<file path="src/rtl/alu_operand_stage_pkg.sv">
// Shared ALU codes, RV32I major opcodes, FSM states and decode-field types
// for the operand stage.
package alu_pkg;

  typedef enum logic [3:0] {
    ALU_ADD  = 4'd0,
    ALU_SUB  = 4'd1,
    ALU_SLL  = 4'd2,
    ALU_SLT  = 4'd3,
    ALU_SLTU = 4'd4,
    ALU_XOR  = 4'd5,
    ALU_SRL  = 4'd6,
    ALU_SRA  = 4'd7,
    ALU_OR   = 4'd8,
    ALU_AND  = 4'd9
  } alu_op_e;

  localparam logic [6:0] OPC_OP     = 7'h33;
  localparam logic [6:0] OPC_OP_IMM = 7'h13;
  localparam logic [6:0] OPC_LUI    = 7'h37;
  localparam logic [6:0] OPC_AUIPC  = 7'h17;

  typedef enum logic [1:0] {ST_IDLE, ST_READ, ST_ISSUE} stage_state_e;
  typedef enum logic [1:0] {IMM_NONE, IMM_I, IMM_U}     imm_sel_e;
  typedef enum logic [1:0] {A_RS1, A_PC, A_ZERO}        a_sel_e;
  typedef enum logic [1:0] {SH_NONE, SH_RS2, SH_IMM}    shamt_src_e;

  typedef struct packed {
    alu_op_e    opcode;
    imm_sel_e   imm_sel;
    a_sel_e     a_sel;
    shamt_src_e shamt_src;
    logic       illegal;
  } dec_t;

  // alt selects SUB/SRA; callers pass 0 where the alternate form does not exist
  function automatic alu_op_e f3_to_op(input logic [2:0] f3, input logic alt);
    case (f3)
      3'b000:  return alt ? ALU_SUB : ALU_ADD;
      3'b001:  return ALU_SLL;
      3'b010:  return ALU_SLT;
      3'b011:  return ALU_SLTU;
      3'b100:  return ALU_XOR;
      3'b101:  return alt ? ALU_SRA : ALU_SRL;
      3'b110:  return ALU_OR;
      default: return ALU_AND;
    endcase
  endfunction

endpackage

</file>
<file path="src/rtl/alu_operand_stage_if.sv">
// Upstream instr/pc handshake, regfile read port and downstream ALU operand bus.
interface alu_operand_stage_if #(
  parameter int XLEN  = 32,
  parameter int OPC_W = 4
) ();
  logic             in_valid;
  logic             in_ready;
  logic [XLEN-1:0]  instr;
  logic [XLEN-1:0]  pc;
  logic [4:0]       rs1_addr;
  logic [4:0]       rs2_addr;
  logic [XLEN-1:0]  rs1_data;
  logic [XLEN-1:0]  rs2_data;
  logic             out_valid;
  logic             out_ready;
  logic [XLEN-1:0]  operand_A;
  logic [XLEN-1:0]  operand_B;
  logic [OPC_W-1:0] opcode;
  logic [4:0]       shift_amount;
  logic [4:0]       rd;
  logic             illegal;

  modport slave (
    input  in_valid, instr, pc, rs1_data, rs2_data, out_ready,
    output in_ready, rs1_addr, rs2_addr, out_valid,
           operand_A, operand_B, opcode, shift_amount, rd, illegal
  );

  modport master (
    output in_valid, instr, pc, rs1_data, rs2_data, out_ready,
    input  in_ready, rs1_addr, rs2_addr, out_valid,
           operand_A, operand_B, opcode, shift_amount, rd, illegal
  );
endinterface

</file>
<file path="src/rtl/alu_operand_stage_decode.sv">
// Combinational RV32I decode of OP / OP-IMM / LUI / AUIPC into ALU opcode
// and operand-select fields.
module alu_op_decode
  import alu_pkg::*;
(
  input  logic [31:0] instr,
  output dec_t        dec
);
  logic [6:0] major;
  logic [2:0] f3;
  logic [6:0] f7;

  assign major = instr[6:0];
  assign f3    = instr[14:12];
  assign f7    = instr[31:25];

  always_comb begin
    dec = '{opcode: ALU_ADD, imm_sel: IMM_NONE, a_sel: A_RS1,
            shamt_src: SH_NONE, illegal: 1'b0};
    case (major)
      OPC_OP: begin
        dec.opcode  = f3_to_op(f3, f7[5]);
        dec.illegal = !(f7 == 7'h00 || f7 == 7'h20);
        if (f3 == 3'b001 || f3 == 3'b101) dec.shamt_src = SH_RS2;
      end
      OPC_OP_IMM: begin
        dec.imm_sel = IMM_I;
        // funct7 only carries meaning for the shift-immediate forms
        dec.opcode  = f3_to_op(f3, (f3 == 3'b101) && f7[5]);
        if (f3 == 3'b001) begin
          dec.shamt_src = SH_IMM;
          dec.illegal   = (f7 != 7'h00);
        end else if (f3 == 3'b101) begin
          dec.shamt_src = SH_IMM;
          dec.illegal   = (f7 != 7'h00) && (f7 != 7'h20);
        end
      end
      OPC_LUI: begin
        dec.imm_sel = IMM_U;
        dec.a_sel   = A_ZERO;
      end
      OPC_AUIPC: begin
        dec.imm_sel = IMM_U;
        dec.a_sel   = A_PC;
      end
      default: dec.illegal = 1'b1;
    endcase
    if (dec.illegal) begin
      dec.opcode    = ALU_ADD;
      dec.imm_sel   = IMM_NONE;
      dec.a_sel     = A_ZERO;
      dec.shamt_src = SH_NONE;
    end
  end
endmodule

</file>
<file path="src/rtl/alu_operand_stage.sv">
// Decode/operand stage feeding Execution_Unit: IDLE -> READ -> ISSUE, one instr in flight.
// Optional write-back forwarding in READ when ALU_OPSTAGE_FWD_EN is defined.
module alu_operand_stage
  import alu_pkg::*;
#(
  parameter int XLEN  = 32,
  parameter int OPC_W = 4
) (
  input  logic            clk,
  input  logic            rst,
  input  logic            flush,
`ifdef ALU_OPSTAGE_FWD_EN
  input  logic            wb_valid,
  input  logic [4:0]      wb_rd,
  input  logic [XLEN-1:0] wb_data,
`endif
  alu_operand_stage_if.slave bus
);
  stage_state_e     state_q, state_d;
  logic [XLEN-1:0]  instr_q, pc_q;
  logic [XLEN-1:0]  a_q, b_q;
  logic [OPC_W-1:0] opc_q;
  logic [4:0]       shamt_q, rd_q;
  logic             ill_q;

  dec_t             dec;
  logic             accept, load;
  logic [4:0]       rs1_a, rs2_a;
  logic [XLEN-1:0]  rs1_v, rs2_v, imm_i, imm_u, a_nxt, b_nxt;
  logic [4:0]       sh_nxt;

  alu_op_decode u_dec (.instr(instr_q), .dec(dec));

  assign rs1_a = instr_q[19:15];
  assign rs2_a = instr_q[24:20];
  assign imm_i = {{20{instr_q[31]}}, instr_q[31:20]};
  assign imm_u = {instr_q[31:12], 12'b0};

  // flush blocks capture in IDLE and the output load in READ
  assign accept = (state_q == ST_IDLE) && bus.in_valid && !flush;
  assign load   = (state_q == ST_READ) && !flush;

  always_comb begin
    state_d      = state_q;
    bus.in_ready = 1'b0;
    bus.out_valid = 1'b0;
    case (state_q)
      ST_IDLE: begin
        bus.in_ready = 1'b1;
        if (bus.in_valid) state_d = ST_READ;
      end
      ST_READ: state_d = ST_ISSUE;
      ST_ISSUE: begin
        bus.out_valid = 1'b1;
        if (bus.out_ready) state_d = ST_IDLE;
      end
      default: state_d = ST_IDLE;
    endcase
    if (flush) state_d = ST_IDLE;
  end

  // x0 reads as zero regardless of what the regfile returns
  always_comb begin
    rs1_v = (rs1_a == 5'd0) ? '0 : bus.rs1_data;
    rs2_v = (rs2_a == 5'd0) ? '0 : bus.rs2_data;
`ifdef ALU_OPSTAGE_FWD_EN
    if (wb_valid && rs1_a != 5'd0 && wb_rd == rs1_a) rs1_v = wb_data;
    if (wb_valid && rs2_a != 5'd0 && wb_rd == rs2_a) rs2_v = wb_data;
`endif
  end

  always_comb begin
    case (dec.a_sel)
      A_PC:    a_nxt = pc_q;
      A_ZERO:  a_nxt = '0;
      default: a_nxt = rs1_v;
    endcase
    case (dec.imm_sel)
      IMM_I:   b_nxt = imm_i;
      IMM_U:   b_nxt = imm_u;
      default: b_nxt = rs2_v;
    endcase
    case (dec.shamt_src)
      SH_RS2:  sh_nxt = rs2_v[4:0];
      SH_IMM:  sh_nxt = instr_q[24:20];
      default: sh_nxt = 5'd0;
    endcase
    if (dec.illegal) begin
      a_nxt = '0;
      b_nxt = '0;
    end
  end

  always_ff @(posedge clk) begin
    if (rst) begin
      state_q <= ST_IDLE;
      instr_q <= '0;
      pc_q    <= '0;
      a_q     <= '0;
      b_q     <= '0;
      opc_q   <= '0;
      shamt_q <= '0;
      rd_q    <= '0;
      ill_q   <= 1'b0;
    end else begin
      state_q <= state_d;
      if (accept) begin
        instr_q <= bus.instr;
        pc_q    <= bus.pc;
      end
      if (load) begin
        a_q     <= a_nxt;
        b_q     <= b_nxt;
        opc_q   <= OPC_W'(dec.opcode);
        shamt_q <= sh_nxt;
        rd_q    <= dec.illegal ? 5'd0 : instr_q[11:7];
        ill_q   <= dec.illegal;
      end
    end
  end

  assign bus.rs1_addr     = rs1_a;
  assign bus.rs2_addr     = rs2_a;
  assign bus.operand_A    = a_q;
  assign bus.operand_B    = b_q;
  assign bus.opcode       = opc_q;
  assign bus.shift_amount = shamt_q;
  assign bus.rd           = rd_q;
  assign bus.illegal      = ill_q;
endmodule

</file>
<file path="src/flat_wrapper.sv">
// flat-port wrapper written by rule: the top's interface ports become plain ports
module alu_operand_stage_flat import alu_pkg::*;
#(
  parameter int XLEN  = 32,
  parameter int OPC_W = 4
)
  (clk, rst, flush, bus_in_valid, bus_instr, bus_pc, bus_rs1_data, bus_rs2_data, bus_out_ready, bus_in_ready, bus_rs1_addr, bus_rs2_addr, bus_out_valid, bus_operand_A, bus_operand_B, bus_opcode, bus_shift_amount, bus_rd, bus_illegal);
  alu_operand_stage_if #(.XLEN(XLEN), .OPC_W(OPC_W)) bus_i ();
  input  logic clk;
  input  logic rst;
  input  logic flush;
  input wire logic [$bits(bus_i.in_valid)-1:0] bus_in_valid;
  input wire logic [$bits(bus_i.instr)-1:0] bus_instr;
  input wire logic [$bits(bus_i.pc)-1:0] bus_pc;
  input wire logic [$bits(bus_i.rs1_data)-1:0] bus_rs1_data;
  input wire logic [$bits(bus_i.rs2_data)-1:0] bus_rs2_data;
  input wire logic [$bits(bus_i.out_ready)-1:0] bus_out_ready;
  output wire logic [$bits(bus_i.in_ready)-1:0] bus_in_ready;
  output wire logic [$bits(bus_i.rs1_addr)-1:0] bus_rs1_addr;
  output wire logic [$bits(bus_i.rs2_addr)-1:0] bus_rs2_addr;
  output wire logic [$bits(bus_i.out_valid)-1:0] bus_out_valid;
  output wire logic [$bits(bus_i.operand_A)-1:0] bus_operand_A;
  output wire logic [$bits(bus_i.operand_B)-1:0] bus_operand_B;
  output wire logic [$bits(bus_i.opcode)-1:0] bus_opcode;
  output wire logic [$bits(bus_i.shift_amount)-1:0] bus_shift_amount;
  output wire logic [$bits(bus_i.rd)-1:0] bus_rd;
  output wire logic [$bits(bus_i.illegal)-1:0] bus_illegal;
  assign bus_i.in_valid = bus_in_valid;
  assign bus_i.instr = bus_instr;
  assign bus_i.pc = bus_pc;
  assign bus_i.rs1_data = bus_rs1_data;
  assign bus_i.rs2_data = bus_rs2_data;
  assign bus_i.out_ready = bus_out_ready;
  assign bus_in_ready = bus_i.in_ready;
  assign bus_rs1_addr = bus_i.rs1_addr;
  assign bus_rs2_addr = bus_i.rs2_addr;
  assign bus_out_valid = bus_i.out_valid;
  assign bus_operand_A = bus_i.operand_A;
  assign bus_operand_B = bus_i.operand_B;
  assign bus_opcode = bus_i.opcode;
  assign bus_shift_amount = bus_i.shift_amount;
  assign bus_rd = bus_i.rd;
  assign bus_illegal = bus_i.illegal;
  alu_operand_stage #(.XLEN(XLEN), .OPC_W(OPC_W)) u_core (.clk(clk), .rst(rst), .flush(flush), .bus(bus_i));
endmodule
</file>
<file path="config.mk">
export PLATFORM = sky130hd
export DESIGN_NAME = alu_operand_stage_flat
export DESIGN_NICKNAME = d
export VERILOG_FILES = /design/src/rtl/alu_operand_stage_pkg.sv /design/src/rtl/alu_operand_stage_if.sv /design/src/rtl/alu_operand_stage_decode.sv /design/src/rtl/alu_operand_stage.sv /design/src/flat_wrapper.sv
export SDC_FILE = /design/constraint.sdc
export NUM_CORES = 1
export LEC_CHECK = 0
export CORE_UTILIZATION = 41
export CTS_BUF_LIST = sky130_fd_sc_hd__clkbuf_8 sky130_fd_sc_hd__clkbuf_16
export CTS_CLUSTER_SIZE = 12
export DETAILED_ROUTE_END_ITERATION = 7
export GPL_TIMING_DRIVEN = 0
export HOLD_SLACK_MARGIN = 0.08
export PLACE_DENSITY = 0.84
export SLEW_MARGIN = 20
export SYNTH_ARGS = -nofsm -noshare
export SYNTH_HDL_FRONTEND = slang
export SYNTH_SLANG_ARGS = --single-unit
</file>
<file path="constraint.sdc">
create_clock -name clk -period 2.4 [get_ports clk]
set_clock_uncertainty 0.15 [all_clocks]
set_input_delay 0.48 -clock clk [delete_from_list [all_inputs] [get_ports clk]]
set_output_delay 0.48 -clock clk [all_outputs]
set_load 0.01 [all_outputs]
</file>
==> results of run 1 <==
[per-stage QoR]
| stage | util (%) | hold slack (ns) |
|---|---|---|
| final | 68.1 | 0.305 |
| after global routing | 68.1 | 0.320 |
| after CTS | 64.5 | 0.304 |
| after detailed placement | 58.9 | 0.294 |
| after global placement | 58.9 | 0.289 |
| after floorplan | - | 0.281 |
[critical path: stages (launching register included)]
cell and delay [ns]:
dfxtp_2 0.31, nand4b_1 0.22, or3_4 0.44, nor3_4 0.30
ha_4 0.29, buf_4 0.16, a21boi_0 0.16, o41ai_2 0.39
[cell families (layout without fill, tap and decap cells)]
kind of cell             Yosys count  after routing
AO/OA/AOI/OAI                    249            249
adder cells (fa/ha/maj)            5              5
buffers and inverters             92            365
flip-flops                       145            145
multiplexers                       1              1
other                              0              1
AND/OR/NAND/NOR                  285            285
[layout make-up]
cell class	instances	area [um^2]
diodes	1	2.50
repair buffers	245	2490
inverters	7	26.3
well taps	211	264
clock inverters	15	145
fillers	1179	4920
flip-flops and latches	145	2920
multi-input cells	540	3700
clock buffers	17	425
plain buffers	81	534
[metal layers]
layer  wire length (um)  global-route usage [%]  vias to the layer above
li1                   -                       -                     3325
met1               9740                    34.3                     3442
met2              11900                    44.9                      432
met3               2160                    6.78                      104
met4               1330                    14.9                        0
met5                  0                       0                        -
[placed cells by master, fill, tap and decap left out, drive strengths merged, types with 3 or more instances in the layout]
cell           instances
clkdlybuf4s50        222
nand2                189
dfxtp                145
a21oi                 96
clkbuf                73
buf                   48
nand3b                38
a222oi                32
a211oi                32
nor2                  22
o41ai                 20
a21boi                20
o21ai                 16
o31ai                 13
a31oi                 13
nand2b                 9
clkinv                 8
inv                    7
and2                   6
ha                     5
clkinvlp               5
nor4                   4
nor3                   4
nor2b                  3
[where the power goes]
part	total, W	internal [W]	switching [W]
registers	0.00252	0.00246	0.0000626
clock network	0.00260	0.00152	0.00108
logic	0.000624	0.000322	0.000302
[sequential cells by signal, summed over array words and instances, names as in the netlist]
name and cells:
u_core.bus.illegal 1, u_core.bus.opcode 4, u_core.bus.operand_A 32, u_core.bus.operand_B 32, u_core.bus.rd 5, u_core.bus.shift_amount 5, u_core.instr_q 32, u_core.pc_q 32
u_core.state_q 2
[timing repair]
item / 4_1_cts / 5_1_grt
buffers inserted: 6 / 14
cloned: 1 / 2
gates resized for setup: 68 / 108
endpoints found under the setup margin: 76 / 82
pin swaps: 9 / 33
[path summary, 6_finish.rpt]
path,startpoint,end,slack (ns),cells after the start
max,u_core.instr_q[3],u_core.bus.operand_B[13],-0.15,7
min,u_core.pc_q[13],u_core.pc_q[13],0.31,2
max reg2reg,u_core.instr_q[3],u_core.bus.operand_B[13],-0.15,7
min reg2reg,u_core.pc_q[13],u_core.pc_q[13],0.31,2
==> load_flow_metrics.sql, run 1 <==
INSERT INTO impl_metrics (metric_group, metric, value, unit) VALUES
('sta', 'final_setup_violation_count', '57', ''),
('routing', 'via_count', '7303', ''),
('setup_path', 'cp_data_arrival_time', '2.71', 'ns'),
('routing', 'route.detailed.wl_per_inst', '19.9', 'um'),
('global_routing', 'grt_pass1_vias', '6807', ''),
('sta', 'final-hold-violation-count', '0', ''),
('final_layout', 'postLayoutCellArea', '0.0105', 'mm^2'),
('logic_synthesis', 'mappedNetlistArea', '0.00658', 'mm^2'),
('routing', 'wirelength', '25100', 'um'),
('sta', 'maxSlewViolCount', '0', ''),
('logic_synthesis', 'postSynthCellCount', '777', ''),
('logic_synthesis', 'synth_top_area_share', '44.1', '%'),
('global_routing', 'grt_start_max_net_pins', '17', ''),
('logic_synthesis', 'synth_top_family_by_area', 'compound AO/OA/AOI/OAI gates', ''),
('logic_synthesis', 'synth.net_count', '915', ''),
('cts', 'numCtsBuffers', '17', ''),
('final_layout', 'syn_to_final_growth', '59.8', '%'),
('logic_synthesis', 'synthAdderAreaFrac', '0.951', '%'),
('logic_synthesis', 'synthSimpleGateAreaFrac', '20.0', '%'),
('logic_synthesis', 'muxShareOfSynthArea', '0.152', '%'),
('floorplanning', 'rows', '45', ''),
('logic_synthesis', 'synth_top_cells_by_count', '189 x nand2_1, 145 x dfxtp_1, 96 x a21oi_1, 66 x clkbuf_1, 38 x nand3b_1', ''),
('sta', 'portion_of_the_clock_cycle_consumed_by_the_worst_path_in_the_final_layout', '106', '%'),
('cts', 'ctsLongestPathBuffers', '2', ''),
('setup_path', 'worstPathMaxFanout', '6', ''),
('setup_path', 'crit_type', 'reg -> reg', ''),
('logic_synthesis', 'synth.area.top_cells', 'dfxtp_1 44%, nand2_1 11%, a21oi_1 7.3%, o41ai_2 4.9%, a222oi_1 4.9%', ''),
('floorplanning', 'floorplan.die_area', '0.0165', 'mm^2'),
('power_and_ir_drop', 'leakage_power_summed_over_all_cells', '3.55', 'nW'),
('cts', 'total_of_hold_buffers_inserted_after_clock_tree_synthesis', '0', ''),
('power_and_ir_drop', 'p_per_area', '546', 'mW/mm^2'),
('global_routing', 'grt_overflow_total', '0', ''),
('placement', 'placed_instances', '1210', ''),
('routing', 'detail-route-antenna-nets', '0', ''),
('logic_synthesis', 'synth_xor_area_share', '0', '%'),
('routing', 'remaining_drcs', '1', ''),
('setup_path', 'endpoint_kind', 'register', ''),
('placement', 'worst_slack_at_placement', '-0.799', 'ns'),
('final_layout', 'count_of_nets_after_finishing', '1175', ''),
('placement', 'placed_cell_area', '0.00909', 'mm^2'),
('setup_path', 'worstSetupStartpointType', 'register', ''),
('final_layout', 'final_cells', '1262', ''),
('logic_synthesis', 'synth_async_sr_flop_share', '0', '%'),
('outcome', 'violations', 'design-rule violations, negative setup slack', ''),
('setup_path', 'cp.required', '2.56', 'ns'),
('global_routing', 'grt_pass1_wl', '35300', 'um'),
('outcome', 'outcome', 'finished with violations', ''),
('logic_synthesis', 'yosys.cell_types.count', '40', ''),
('sta', 'timing.final.ws_setup', '-0.150', 'ns'),
('sta', 'final_period_minus_worst_setup_slack', '2.55', 'ns'),
('floorplanning', 'die_h', '129', 'um'),
('sta', 'setup_tns', '-2.88', 'ns'),
('routing', 'drt_first_pass_iters', '8', ''),
('cts', 'htree_levels', '4', ''),
('cts', 'cts_root_buf', 'clkbuf_16', ''),
('global_routing', 'grtUsageTotal', '27.8', '%'),
('min_path', 'worst_hold_path_type', 'reg -> reg', ''),
('sta', 'achievable-frequency', '392', 'MHz'),
('logic_synthesis', 'synth_compound_area_share', '28.3', '%'),
('sta', 'relSlewSlack', '49.9', '%'),
('cts', 'clock_insertion_delay_worst_skew', '0.43', 'ns'),
('cts', 'tritoncts_num_sinks', '145', ''),
('floorplanning', 'ioPinCount', '224', ''),
('routing', 'routed_via_density', '5.79', ''),
('logic_synthesis', 'postSynth.topFlopCell', 'dfxtp_1', ''),
('placement', 'hpwl', '16300', 'um'),
('power_and_ir_drop', 'p_total', '0.00574', 'W'),
('placement', 'io_buffers', '222', ''),
('logic_synthesis', 'synth_seq_cells', '145', ''),
('run', 'max_cap_viol_count', '0', ''),
('sta', 'worstMarginPinSlew', '0.751', 'ns');
(Power assumes the default switching activity.)
==> run 2: changes to the inputs <==
==> constraint.sdc (replaced) <==
create_clock -name clk -period 2.4 [get_ports clk]
set_clock_uncertainty 0.15 [all_clocks]
set_input_delay 0.48 -clock clk [delete_from_list [all_inputs] [get_ports clk]]
set_output_delay 0.48 -clock clk [all_outputs]
set_load 0.1 [all_outputs]
==> run 2 against run 1 <==
Net effect: the flow finishes with violations (negative setup slack); combinational power increased by 6.2%; cell area down 1.7%; largest power group unchanged; critical path depth is 3 higher; critical endpoint is now u_core.bus.operand_A[2]; non-clock buffer count up 9; first-iteration DRC count is 2.1% higher; highest routed layer unchanged; setup slack improved by 0.010 ns.
==> load_flow_metrics.sql, run 2 (same netlist as run 1, synthesis figures left out) <==
INSERT INTO impl_metrics (metric_group, metric, value, unit) VALUES
('cts', 'clk_transition_reported_paths', '0.06', 'ns'),
('cts', 'ctsLongestPathBuffers', '2', ''),
('power_and_ir_drop', 'p_total', '0.00581', 'W'),
('setup_path', 'cp_data_arrival_time', '2.66', 'ns'),
('setup_path', 'timing.rr.start', 'u_core.instr_q[27]', ''),
('final_layout', 'area_of_the_multi_input_gates', '0.00356', 'mm^2'),
('final_layout', 'utilization', '67.0', '%'),
('power_and_ir_drop', 'sw_frac_of_total', '25.6', '%'),
('cts', 'tritoncts_num_sinks', '145', ''),
('floorplanning', 'die_h', '129', 'um'),
('setup_path', 'worstPathMaxFanout', '7', ''),
('cts', 'tritoncts', 'yes', ''),
('sta', 'final_period_minus_worst_setup_slack', '2.54', 'ns'),
('global_routing', 'grtUsageTotal', '28.1', '%'),
('placement', 'hpwl', '16000', 'um'),
('final_layout', 'final-seq-area', '0.00292', 'mm^2'),
('sta', 'grt_setup_unrepaired', 'yes', ''),
('power_and_ir_drop', 'ir_drop', '0.505', 'mV'),
('sta', 'achievable-frequency', '394', 'MHz'),
('setup_path', 'crit_type', 'reg -> reg', ''),
('floorplanning', 'die_width', '129', 'um'),
('global_routing', 'grt_overflow_total', '0', ''),
('min_path', 'hold_path_startpoint', 'flush', ''),
('power_and_ir_drop', 'switching_power', '0.00149', 'W'),
('routing', 'remaining_drcs', '0', ''),
('floorplanning', 'ioPinCount', '224', ''),
('power_and_ir_drop', 'power_frac_comb', '11.4', '%'),
('power_and_ir_drop', 'portion_of_total_power_attributed_to_the_clock_network', '45.2', '%'),
('placement', 'placed_cell_area', '0.00909', 'mm^2'),
('power_and_ir_drop', 'p_per_area', '562', 'mW/mm^2'),
('min_path', 'worst_hold_path.endpoint', 'u_core.state_q[1]', ''),
('sta', 'portion_of_the_clock_cycle_consumed_by_the_worst_path_in_the_final_layout', '106', '%'),
('power_and_ir_drop', 'p_int', '0.00432', 'W'),
('power_and_ir_drop', 'pwr-share-seq', '43.3', '%'),
('setup_path', 'reg2reg_slack', '-0.14', 'ns'),
('floorplanning', 'floorplan.die_area', '0.0165', 'mm^2'),
('floorplanning', 'rows', '45', ''),
('global_routing', 'grt_start_max_net_pins', '17', ''),
('setup_path', 'timing.reg2reg.worst_path_depth', '10', ''),
('routing', 'detail-route-antenna-nets', '0', ''),
('run', 'max_cap_viol_count', '0', ''),
('cts', 'clock_insertion_delay_worst_skew', '0.43', 'ns'),
('routing', 'drt_iter0_drc', '770', ''),
('routing', 'via_count', '7146', ''),
('floorplanning', 'core_area', '0.0154', 'mm^2'),
('final_layout', 'final_common_cell', 'nand2_1', ''),
('final_layout', 'syn_to_final_growth', '57.2', '%'),
('floorplanning', 'start_util', '42.6', '%'),
('sta', 'maxSlewViolCount', '0', ''),
('cts', 'numCtsBuffers', '17', ''),
('final_layout', 'leading_cell_types_in_the_layout_fill_and_taps_excluded', '188 x nand2_1, 137 x dfxtp_1, 130 x clkdlybuf4s50_1, 79 x dlygate4sd2_1, 77 x a21oi_1', ''),
('setup_path', 'worstSetupStartpointType', 'register', ''),
('final_layout', 'count_of_nets_after_finishing', '1184', ''),
('power_and_ir_drop', 'leakage_power_summed_over_all_cells', '4.00', 'nW'),
('sta', 'worstMarginPinSlew', '1.04', 'ns'),
('final_layout', 'insertedDiodeCount', '0', ''),
('sta', 'final_setup_violation_count', '46', ''),
('setup_path', 'endpoint_kind', 'register', ''),
('min_path', 'worst_hold_path.num_cells', '2', ''),
('global_routing', 'grt_pass1_wl', '35800', 'um'),
('routing', 'route.detailed.wl_per_inst', '18.9', 'um'),
('global_routing', 'grt_pass1_vias', '6907', ''),
('final_layout', 'drive_gt1_share', '17.8', '%'),
('sta', 'timing.final.ws_setup', '-0.140', 'ns'),
('min_path', 'worst_hold_path_type', 'in -> reg', ''),
('outcome', 'violations', 'negative setup slack', ''),
('final_layout', 'postLayoutCellArea', '0.0103', 'mm^2'),
('outcome', 'outcome', 'finished with violations', ''),
('sta', 'final-hold-violation-count', '0', ''),
('routing', 'routed_via_density', '5.63', ''),
('routing', 'wirelength', '24000', 'um'),
('setup_path', 'cp.required', '2.52', 'ns'),
('final_layout', 'filler_cell_count', '1250', ''),
('sta', 'relSlewSlack', '31.2', '%'),
('cts', 'cts_root_buf', 'clkbuf_16', ''),
('placement', 'finalWeightedCongestion', '0.863', ''),
('routing', 'drt_first_pass_iters', '7', ''),
('placement', 'io_buffers', '222', ''),
('cts', 'htree_levels', '4', ''),
('setup_path', 'r2r_end', 'u_core.bus.operand_A[2]', ''),
('global_routing', 'antenna_violations_before_repair', '0', '');
[run 2: changes by cell type in the layout (fill, tap and decap cells not counted), moves of 4 or more]
cell / before / now
clkdlybuf4s50_1: 222 / 130
dlygate4sd2_1: 0 / 79
buf_4: 23 / 34
clkdlybuf4s15_2: 0 / 8
a21oi_1: 70 / 77
buf_12: 6 / 1
a21oi_2: 15 / 11
clkinv_2: 6 / 2
o21ai_1: 6 / 10
[run 2: how the worst max path moves through the flow]
stage,start,to,slack [ns],cells after the start
final,u_core.instr_q[27],u_core.bus.operand_A[2],-0.14,10
after global routing,u_core.instr_q[27],u_core.bus.operand_A[5],-0.20,10
after CTS,u_core.instr_q[29],u_core.bus.operand_A[2],-0.10,10
after detailed placement,flush,u_core.bus.shift_amount[1],-0.70,7
after global placement,u_core.instr_q[30],u_core.bus.operand_A[26],-0.65,9
after floorplan,u_core.instr_q[14],u_core.bus.operand_A[12],-0.06,10
[run 2: area by class of cell]
| cell class | count | share of cell area, % |
|---|---|---|
| multi-input cells | 540 | 34.5 |
| flip-flops and latches | 145 | 28.3 |
| repair buffers | 254 | 23.5 |
| plain buffers | 81 | 5.29 |
| clock buffers | 18 | 4.25 |
| well taps | 211 | 2.55 |
| clock inverters | 14 | 1.38 |
| inverters | 7 | 0.254 |
[run 2: layer usage]
| metal | share of wire, % | track usage [%] | up-vias |
|---|---|---|---|
| met5 | 0 | 0 | - |
| met4 | 3.9 | 13.8 | 0 |
| met3 | 8.4 | 7.03 | 77 |
| met2 | 48 | 45.7 | 383 |
| met1 | 40 | 34.8 | 3356 |
| li1 | - | - | 3330 |
[run 2: worst max-delay path, stage by stage, from the launching register on]
cell and delay [ns]:
dfxtp_4 0.36, nor4_4 0.33, buf_4 0.18, nand4_1 0.07
o21ai_1 0.11, and2_4 0.17, ha_4 0.20, o21a_4 0.18
clkbuf_16 0.17, a222oi_1 0.34, a211oi_1 0.11
[run 2: through the flow]
stage | setup WS (ns) | instances | setup TNS, ns | hold WS [ns]
floorplan | -0.0632 | 777 | -1.53 | 0.281
global placement | -0.647 | 1210 | -50.75 | 0.289
detailed placement | -0.697 | 1210 | -56.01 | 0.297
CTS | -0.104 | 1256 | -0.419 | 0.305
global route | -0.199 | 1270 | -6.96 | 0.236
finish | -0.140 | 1270 | -1.77 | 0.202
[run 2: timing repair]
| item | CTS | global route |
|---|---|---|
| pin swaps | 25 | 30 |
| setup buffers | 13 | 12 |
| hold buffers | 0 | 0 |
| setup endpoints to repair | 167 | 76 |
| resized for setup | 201 | 56 |
| gates cloned | 5 | 2 |
[run 2: power by group through the flow]
stage	Clock (W)	Sequential [W]	Combinational, W
final	0.00263	0.00252	0.000663
after global routing	0.00274	0.00252	0.000707
after CTS	0.00262	0.00251	0.000650
after detailed placement	0	0.00256	0.000640
after global placement	0	0.00256	0.000633
after floorplan	0	0.00255	0.000314
==> run 3: changes to the inputs <==
--- a/config.mk
+++ b/config.mk
@@ -5,6 +5,7 @@
 export SDC_FILE = /design/constraint.sdc
 export NUM_CORES = 1
 export LEC_CHECK = 0
+export CORE_MARGIN = 2
 export CORE_UTILIZATION = 41
 export CTS_BUF_LIST = sky130_fd_sc_hd__clkbuf_8 sky130_fd_sc_hd__clkbuf_16
 export CTS_CLUSTER_SIZE = 12
@@ -12,6 +13,7 @@
 export GPL_TIMING_DRIVEN = 0
 export HOLD_SLACK_MARGIN = 0.08
 export PLACE_DENSITY = 0.84
+export RECOVER_POWER = 50
 export SLEW_MARGIN = 20
 export SYNTH_ARGS = -nofsm -noshare
 export SYNTH_HDL_FRONTEND = slang
==> run 3 against run 2 <==
Net effect: hold slack better by 0.099 ns; critical path depth down 1; critical path type unchanged; die area up 3.1%; combinational power increased by 0.8%; cell count decreased by 0.31%; the run still ends with negative setup slack left; clock power about the same; fmax increased by 2.4%; cell area down 2.2%.
==> load_flow_metrics.sql, run 3 (same netlist as run 1, synthesis figures left out) <==
INSERT INTO impl_metrics (metric_group, metric, value, unit) VALUES
('setup_path', 'worstPathMaxFanout', '9', ''),
('global_routing', 'antenna_violations_before_repair', '0', ''),
('placement', 'io_buffers', '222', ''),
('power_and_ir_drop', 'p_per_area', '572', 'mW/mm^2'),
('global_routing', 'grtUsageTotal', '26.5', '%'),
('routing', 'route.detailed.wl_per_inst', '18.8', 'um'),
('routing', 'routed_via_density', '5.65', ''),
('outcome', 'outcome', 'finished with violations', ''),
('final_layout', 'syn_to_final_growth', '53.7', '%'),
('sta', 'worstMarginPinSlew', '1.22', 'ns'),
('global_routing', 'grt_pass1_vias', '6710', ''),
('placement', 'finalWeightedCongestion', '0.884', ''),
('sta', 'final_period_minus_worst_setup_slack', '2.48', 'ns'),
('floorplanning', 'start_util', '41.7', '%'),
('final_layout', 'leading_cell_types_in_the_layout_fill_and_taps_excluded', '188 x nand2_1, 139 x dfxtp_1, 130 x clkdlybuf4s50_1, 79 x a21oi_1, 64 x dlygate4sd2_1', ''),
('cts', 'htree_levels', '4', ''),
('routing', 'via_count', '7156', ''),
('global_routing', 'grt_start_max_net_pins', '17', ''),
('routing', 'wirelength', '23800', 'um'),
('sta', 'achievable-frequency', '403', 'MHz'),
('setup_path', 'critPathMaxStageDelay', '0.44', 'ns'),
('sta', 'final-hold-violation-count', '0', ''),
('routing', 'remaining_drcs', '0', ''),
('min_path', 'worst_hold_path_type', 'reg -> reg', ''),
('routing', 'detail_route.wirelength.met1', '9470', 'um'),
('global_routing', 'grt_overflow_total', '0', ''),
('min_path', 'worst_hold_path.num_cells', '2', ''),
('cts', 'tritoncts_num_sinks', '145', ''),
('setup_path', 'critPathBufInv', '2', ''),
('floorplanning', 'ioPinCount', '224', ''),
('sta', 'relSlewSlack', '18.8', '%'),
('sta', 'grt_setup_unrepaired', 'yes', ''),
('floorplanning', 'floorplan.die_area', '0.0171', 'mm^2'),
('floorplanning', 'rows', '46', ''),
('cts', 'ctsLongestPathBuffers', '2', ''),
('cts', 'tritoncts', 'yes', ''),
('cts', 'cts_root_buf', 'clkbuf_16', ''),
('setup_path', 'timing.reg2reg.worst_path_depth', '9', ''),
('routing', 'drt_iter0_drc', '629', ''),
('routing', 'met2_length', '10900', 'um'),
('setup_path', 'worstSetupStartpointType', 'register', ''),
('sta', 'timing.final.ws_setup', '-0.0796', 'ns'),
('routing', 'drt_first_pass_iters', '8', ''),
('outcome', 'violations', 'negative setup slack', ''),
('run', 'max_cap_viol_count', '0', ''),
('cts', 'clk_transition_reported_paths', '0.07', 'ns'),
('cts', 'total_of_hold_buffers_inserted_after_clock_tree_synthesis', '0', ''),
('placement', 'worst_slack_at_placement', '-0.679', 'ns'),
('power_and_ir_drop', 'ir_drop', '0.532', 'mV'),
('final_layout', 'insertedDiodeCount', '0', ''),
('power_and_ir_drop', 'leakage_power_summed_over_all_cells', '3.79', 'nW'),
('routing', 'detail-route-antenna-nets', '0', ''),
('final_layout', 'count_of_nets_after_finishing', '1175', ''),
('routing', 'met3_wirelength', '2050', 'um'),
('setup_path', 'cp.required', '2.55', 'ns'),
('final_layout', 'drive_gt1_share', '16.8', '%'),
('placement', 'hpwl', '16500', 'um'),
('cts', 'clock_insertion_delay_worst_skew', '0.43', 'ns'),
('sta', 'final_setup_violation_count', '38', ''),
('setup_path', 'cp_data_arrival_time', '2.63', 'ns'),
('setup_path', 'cp_slowest_cell', 'or3_4', ''),
('floorplanning', 'die_width', '131', 'um'),
('sta', 'portion_of_the_clock_cycle_consumed_by_the_worst_path_in_the_final_layout', '103', '%'),
('floorplanning', 'core_area', '0.0158', 'mm^2'),
('final_layout', 'utilization', '64.1', '%'),
('sta', 'maxSlewViolCount', '0', ''),
('global_routing', 'grt_pass1_wl', '34500', 'um'),
('setup_path', 'endpoint_kind', 'register', ''),
('setup_path', 'crit_type', 'reg -> reg', ''),
('setup_path', 'timing.critical_path.cells', 'nand4b_1, or3_4, nor3_4, buf_6, ha_4, a21o_4, clkbuf_16, a21oi_2, o41ai_2', ''),
('setup_path', 'worst-path-stages', '9', ''),
('final_layout', 'final_common_cell', 'nand2_1', ''),
('cts', 'numCtsBuffers', '17', ''),
('floorplanning', 'die_h', '131', 'um'),
('setup_path', 'reg2reg_slack', '-0.08', 'ns'),
('setup_path', 'worst_path_dominant_cell_family', 'simple AND/OR/NAND/NOR gates', ''),
('routing', 'highest_layer', 'met4', '');
## run 3: cell type report
cell class | instances | area [um^2]
fill | 1326 | 5670
multi-input combinational | 541 | 3550
sequential | 145 | 2920
timing repair buffer | 244 | 2240
buffer | 81 | 532
clock buffer | 20 | 467
tap | 216 | 270
clock inverter | 12 | 105
inverter | 7 | 26.3
## run 3: worst paths after layout
check	startpoint	end
max reg2reg	u_core.instr_q[3]	u_core.bus.operand_B[25]
min reg2reg	u_core.bus.shift_amount[3]	u_core.bus.shift_amount[3]
min	u_core.bus.shift_amount[3]	u_core.bus.shift_amount[3]
max	u_core.instr_q[3]	u_core.bus.operand_B[25]
## run 3: metal layers
| metal | GRT usage [%] | up-vias |
|---|---|---|
| met3 | 6.11 | 96 |
| met1 | 32.4 | 3325 |
| met5 | 0 | - |
| met4 | 17.7 | 0 |
| met2 | 41.8 | 415 |
| li1 | - | 3320 |
## run 3: power breakdown
part	total (W)	internal (W)	switching [W]
clock network	0.00260	0.00150	0.00109
logic	0.000668	0.000312	0.000356
registers	0.00252	0.00246	0.0000584
## run 3: worst register-to-register path, stage by stage, from the launching register on
cell and delay [ns]:
dfxtp_1 0.31, nand4b_1 0.21, or3_4 0.44, nor3_4 0.23, buf_6 0.13, ha_4 0.23
a21o_4 0.24, clkbuf_16 0.18, a21oi_2 0.16, o41ai_2 0.07
## run 3: through the flow
stage	setup TNS (ns)	hold slack (ns)	instances	power, W	area, um^2
after global routing	-7.09	0.320	1266	0.00594	10100
after global placement	-51.75	0.287	1215	0.00319	9090
after floorplan	-1.53	0.281	777	0.00286	6600
after detailed placement	-55.39	0.298	1215	0.00320	9090
after CTS	-0.728	0.306	1251	0.00576	9870
final	-1.04	0.301	1266	0.00578	10100
## run 3: repair_timing
item                                    4_1_cts  5_1_grt
pin swaps                                    17       35
cloned                                        3        4
endpoints found under the setup margin      167      108
buffers inserted                              5       11
gates resized for setup                     181       78
